**config.mk**
```make
export PLATFORM = sky130hd
export DESIGN_NAME = regfile_dump_reader_flat
export DESIGN_NICKNAME = d
export VERILOG_FILES = /design/src/rtl/regfile_dump_reader_if.sv /design/src/rtl/regfile_dump_reader.sv /design/src/flat_wrapper.sv
export SDC_FILE = /design/constraint.sdc
export NUM_CORES = 1
export LEC_CHECK = 0
export ABC_AREA = 1
export ABC_CLOCK_PERIOD_IN_PS = 1400
export CAP_MARGIN = 20
export CORE_UTILIZATION = 38
export CTS_CLUSTER_SIZE = 24
export DETAILED_ROUTE_END_ITERATION = 10
export GPL_TIMING_DRIVEN = 0
export PLACE_DENSITY_LB_ADDON = 0.05
export SYNTH_ARGS = -nofsm -noshare
export SYNTH_HDL_FRONTEND = slang
export SYNTH_SLANG_ARGS = --single-unit
```
**constraint.sdc**
```tcl
create_clock -name clk -period 1.4 [get_ports clk]
set_input_delay 0.42 -clock clk [delete_from_list [all_inputs] [get_ports clk]]
set_output_delay 0.42 -clock clk [all_outputs]
set_load 0.01 [all_outputs]
```
**src/rtl/regfile_dump_reader_if.sv**
```systemverilog
// regfile_dump_reader_if
// Bundles the register-file port and the output word stream of the
// register dump reader.
//   rf_write_enable : write enable to the register file (reader drives 0)
//   rf_read_addr    : register address presented to the shared port
//   rf_read_data    : register value, valid the cycle after the address is sampled
//   out_valid/ready : valid/ready handshake of the dump stream
//   out_data        : register value of the current word
//   out_addr        : register index of out_data
//   out_last        : marks the final word of a dump
// master: the reader side. slave: register file + stream consumer side.
interface regfile_dump_reader_if #(
  parameter int W = 32,
  parameter int A = 5
);
  logic         rf_write_enable;
  logic [A-1:0] rf_read_addr;
  logic [W-1:0] rf_read_data;
  logic         out_valid;
  logic         out_ready;
  logic [W-1:0] out_data;
  logic [A-1:0] out_addr;
  logic         out_last;

  modport master (
    output rf_write_enable,
    output rf_read_addr,
    input  rf_read_data,
    output out_valid,
    input  out_ready,
    output out_data,
    output out_addr,
    output out_last
  );

  modport slave (
    input  rf_write_enable,
    input  rf_read_addr,
    output rf_read_data,
    input  out_valid,
    output out_ready,
    input  out_data,
    input  out_addr,
    input  out_last
  );
endinterface

```
**src/rtl/regfile_dump_reader.sv**
```systemverilog
// regfile_dump_reader
// Walks every register address in ascending order through the register
// file's shared port and emits each value on a valid/ready stream with its
// address and a last flag. Used to snapshot architectural state.
// Ports:
//   clk   : clock, all logic on posedge
//   reset : synchronous active-high reset, aborts a dump in progress
//   start : one-cycle dump request, honoured only when idle
//   busy  : high while the dump is walking addresses (ISSUE/CAPTURE/SEND)
//   done  : one-cycle pulse after the final word handshake
//   bus   : regfile_dump_reader_if.master (register file port + stream)
// Optional feature macro: REGFILE_DUMP_SKIP_X0_EN
//   defined   -> dump starts at address 1 (x0 never emitted)
//   undefined -> dump starts at address 0
module regfile_dump_reader #(
  parameter int W = 32,
  parameter int A = 5
) (
  input  logic                        clk,
  input  logic                        reset,
  input  logic                        start,
  output logic                        busy,
  output logic                        done,
  regfile_dump_reader_if.master       bus
);

  typedef enum logic [2:0] {
    S_IDLE,
    S_ISSUE,
    S_CAPTURE,
    S_SEND,
    S_DONE
  } state_t;

`ifdef REGFILE_DUMP_SKIP_X0_EN
  localparam logic [A-1:0] FIRST_ADDR = A'(1);
`else
  localparam logic [A-1:0] FIRST_ADDR = '0;
`endif
  localparam logic [A-1:0] LAST_ADDR = '1;

  state_t       state_q, state_d;
  logic [A-1:0] cnt_q, cnt_d;
  logic [A-1:0] rd_addr_q, rd_addr_d;
  logic         valid_q, valid_d;
  logic [W-1:0] data_q, data_d;
  logic [A-1:0] oaddr_q, oaddr_d;
  logic         last_q, last_d;

  always_ff @(posedge clk) begin
    if (reset) begin
      state_q   <= S_IDLE;
      cnt_q     <= '0;
      rd_addr_q <= '0;
      valid_q   <= 1'b0;
      data_q    <= '0;
      oaddr_q   <= '0;
      last_q    <= 1'b0;
    end else begin
      state_q   <= state_d;
      cnt_q     <= cnt_d;
      rd_addr_q <= rd_addr_d;
      valid_q   <= valid_d;
      data_q    <= data_d;
      oaddr_q   <= oaddr_d;
      last_q    <= last_d;
    end
  end

  // The read address register is loaded on every transition into ISSUE so
  // that it already equals the counter during the ISSUE cycle and is held
  // through CAPTURE and beyond.
  always_comb begin
    state_d   = state_q;
    cnt_d     = cnt_q;
    rd_addr_d = rd_addr_q;
    valid_d   = valid_q;
    data_d    = data_q;
    oaddr_d   = oaddr_q;
    last_d    = last_q;

    unique case (state_q)
      S_IDLE: begin
        if (start) begin
          cnt_d     = FIRST_ADDR;
          rd_addr_d = FIRST_ADDR;
          state_d   = S_ISSUE;
        end
      end
      S_ISSUE: begin
        state_d = S_CAPTURE;
      end
      S_CAPTURE: begin
        data_d  = bus.rf_read_data;
        oaddr_d = cnt_q;
        valid_d = 1'b1;
        last_d  = (cnt_q == LAST_ADDR);
        state_d = S_SEND;
      end
      S_SEND: begin
        if (valid_q && bus.out_ready) begin
          valid_d = 1'b0;
          if (last_q) begin
            last_d  = 1'b0;
            state_d = S_DONE;
          end else begin
            cnt_d     = cnt_q + A'(1);
            rd_addr_d = cnt_q + A'(1);
            state_d   = S_ISSUE;
          end
        end
      end
      S_DONE: begin
        state_d = S_IDLE;
      end
      default: begin
        state_d = S_IDLE;
      end
    endcase
  end

  assign busy                = (state_q == S_ISSUE) || (state_q == S_CAPTURE) ||
                               (state_q == S_SEND);
  assign done                = (state_q == S_DONE);
  assign bus.rf_write_enable = 1'b0;
  assign bus.rf_read_addr    = rd_addr_q;
  assign bus.out_valid       = valid_q;
  assign bus.out_data        = data_q;
  assign bus.out_addr        = oaddr_q;
  assign bus.out_last        = last_q;

endmodule

```
**src/flat_wrapper.sv**
```systemverilog
// flat-port wrapper written by rule: the top's interface ports become plain ports
module regfile_dump_reader_flat 
#(
  parameter int W = 32,
  parameter int A = 5
)
  (clk, reset, start, busy, done, bus_rf_write_enable, bus_rf_read_addr, bus_rf_read_data, bus_out_valid, bus_out_ready, bus_out_data, bus_out_addr, bus_out_last);
  regfile_dump_reader_if #(.W(W), .A(A)) bus_i ();
  input  logic clk;
  input  logic reset;
  input  logic start;
  output logic busy;
  output logic done;
  output wire logic [$bits(bus_i.rf_write_enable)-1:0] bus_rf_write_enable;
  output wire logic [$bits(bus_i.rf_read_addr)-1:0] bus_rf_read_addr;
  input wire logic [$bits(bus_i.rf_read_data)-1:0] bus_rf_read_data;
  output wire logic [$bits(bus_i.out_valid)-1:0] bus_out_valid;
  input wire logic [$bits(bus_i.out_ready)-1:0] bus_out_ready;
  output wire logic [$bits(bus_i.out_data)-1:0] bus_out_data;
  output wire logic [$bits(bus_i.out_addr)-1:0] bus_out_addr;
  output wire logic [$bits(bus_i.out_last)-1:0] bus_out_last;
  assign bus_rf_write_enable = bus_i.rf_write_enable;
  assign bus_rf_read_addr = bus_i.rf_read_addr;
  assign bus_i.rf_read_data = bus_rf_read_data;
  assign bus_out_valid = bus_i.out_valid;
  assign bus_i.out_ready = bus_out_ready;
  assign bus_out_data = bus_i.out_data;
  assign bus_out_addr = bus_i.out_addr;
  assign bus_out_last = bus_i.out_last;
  regfile_dump_reader #(.W(W), .A(A)) u_core (.clk(clk), .reset(reset), .start(start), .busy(busy), .done(done), .bus(bus_i));
endmodule
```
==> results.json <==
{
  "path_max_fanout": 4,
  "drtIter0Drc": 44,
  "min_path_cells": 2,
  "via_per_inst": 4.703,
  "slew_violations": 0,
  "crit_path_end_kind": "output pin",
  "crit_slowest_cell": "dfxtp_4",
  "clk_path_buf_depth": 2,
  "antenna_found_initial": 0,
  "rr_worst_depth": 8,
  "synth_most_common_cell": "nand2_1",
  "nFillCells": 500,
  "cp_slowest_stage_delay_ns": 0.38,
  "critPathLaunchType": "flip-flop",
  "firstDrtPassIters": 4,
  "setup_ws_ns": -0.1724,
  "tritoncts": "built",
  "status": "finished with violations",
  "n_antenna_cell": 0,
  "place_congestion": 0.7818,
  "worstMarginPinSlew_ns": 0.7516,
  "final_core_util_pct": 59.21,
  "syn_nets": 282,
  "pin_count": 83,
  "seq_area_frac_synth_pct": 46.91,
  "async_flop_share_pct": 0,
  "detail-route-antenna-nets": 0,
  "finalNetCount": 374,
  "criticalPathCategory": "reg2out",
  "violations": "negative setup slack",
  "leakagePower_nw": 1.254,
  "numCtsBuffers": 5,
  "syn2layout_area_growth_pct": 50.78,
  "dp_hpwl_mm": 3.413,
  "grt_pass1_vias": 1733,
  "port_buffers": 80,
  "wl_per_cell_um": 12.24,
  "yosys-top-cells-area": "dfxtp_1, nand2_1, a21oi_1",
  "multiInputGateArea_um2": 932.1,
  "clk_latency_ns": 0.30,
  "yosysWarnings": 0,
  "postSynthCellCount": 244,
  "irDropWorstVdd_mv": 0.6592,
  "maxCapViolCount": 0,
  "power_mw": 3.258,
  "synth_area_leader_cell": "dfxtp_1",
  "clock-sinks": 47,
  "finClkSkew_ns": 0.001696,
  "hold_path.class": "reg2reg",
  "crit_chain": "inv_6, buf_12, nor3_4, buf_2",
  "relSlewSlack_pct": 49.90,
  "grt_max_degree": 16,
  "hold_viol_final": 0,
  "arrival_ns": 1.15,
  "fmax_ghz": 0.6360,
  "fin_crit_sh_pct": 112.3,
  "fin_setup_tns_ns": -0.2472,
  "synth_edf_count": 0,
  "place_ws_ns": -0.5402,
  "hold-worst-slack_ns": 0.4598,
  "core_area_um2": 5107,
  "power_density_nw_per_um2": 1077,
  "syn_area_um2": 2006,
  "fp.dieArea_um2": 5573,
  "yosys-top-cells-count": "nand2_1, dfxtp_1, a21oi_1, nand3_1, nor2_1",
  "synthFlopType": "dfxtp_1",
  "initial_core_util_pct": 39.27,
  "num_rows": 26,
  "postSynthAreaPerCell_um2": 8.220,
  "grt_pass1_wl_mm": 7.686,
  "rsz0062_at_grt": "yes",
  "post_route_cells_drive_above_1_share_pct": 22.55,
  "synth_cell_types": 26,
  "cts_root_buf": "clkbuf_8",
  "regArea_um2": 960.9,
  "clk_pin_slew_ns": 0.09,
  "htree_levels": 2,
  "synth.top_cell.area_share_pct": 46.91,
  "die_h_um": 74.65,
  "ys_seq_elements": 47,
  "fin_crit_ns": 1.572,
  "vias": 1914,
  "remaining_drc_errors": 0,
  "required_ns": 0.98,
  "wirelength_mm": 4.983,
  "overflow": 0,
  "fp.dieW_um": 74.65,
  "setup_viol": 2,
  "grt_usage_pct": 18.16
}
placed cells by master, fill, tap and decap left out, types with 7 or more instances in the layout:
master,instances
dfxtp_1,39
nand2_1,52
nor2_1,10
a21oi_1,31
buf_4,7
dlygate4sd2_1,38
nand3_1,31
clkdlybuf4s50_1,34
nand3_2,11
a21oi_2,11
buf_2,8
worst max-delay path: cells and delay by family, from the launching register on:
kind / cells / cell delay, ns
buf+inv: 3 / 0.31
simple gates: 1 / 0.16
flops: 1 / 0.38
per-stage QoR:
stage | instances | cell area, µm²
CTS | 404 | 2988
finish | 407 | 3024
floorplan | 244 | 2012
global route | 407 | 3024
global placement | 394 | 2900
detailed placement | 394 | 2900
final cells by class:
type / count / share of cell area [%]
Timing Repair Buffer: 86 / 25.90
Tap cell: 70 / 2.896
Multi-Input combinational cell: 170 / 30.82
Inverter: 8 / 1.158
Buffer: 18 / 4.510
Clock inverter: 3 / 0.6620
Sequential cell: 47 / 31.77
Clock buffer: 5 / 2.276
metal layers:
layer | up-vias | part of all wire (%) | GRT usage (%)
met5 | - | 0 | 0
met4 | 0 | 1.0 | 5.660
met3 | 4 | 5.5 | 5.087
met2 | 59 | 46 | 30.73
met1 | 859 | 47 | 22.44
li1 | 992 | - | -
kinds of logic (layout without fill, tap and decap cells):
kind of cell | Yosys count | after routing | share of synthesized area, %
AO/OA/AOI/OAI | 48 | 48 | 14.22
other | 1 | 1 | 0.1870
buffers and inverters | 27 | 120 | 7.798
adder cells (fa/ha/maj) | 2 | 2 | 1.247
AND/OR/NAND/NOR | 119 | 119 | 29.63
flip-flops | 47 | 47 | 46.91
sequential cells by signal, indices dropped and copies added, names as in the netlist:
register / cells
u_core.state_q: 3
u_core.bus.out_data: 32
u_core.bus.out_last: 1
u_core.bus.out_addr: 5
u_core.bus.out_valid: 1
u_core.cnt_q: 5
repair_timing:
item                       in CTS  in global routing
pin swaps                       0                  1
hold buffers                    0                  0
setup buffers                   2                  4
setup endpoints to repair      47                 10
resized for setup              66                 20
final timing paths:
path                                start                      end  slack (ns)
setup / recovery        u_core.state_q[2]                     done       -0.17
hold / removal    u_core.bus.out_data[13]  u_core.bus.out_data[13]        0.46
setup reg to reg          u_core.cnt_q[0]          u_core.cnt_q[4]        0.14
hold reg to reg   u_core.bus.out_data[13]  u_core.bus.out_data[13]        0.46
power breakdown:
part           internal (mW)  switching (mW)  total (mW)
registers               1.47          0.0897        1.56
logic                  0.417           0.461       0.878
clock network          0.348           0.474       0.822
Power figures use the tool's default switching activity.
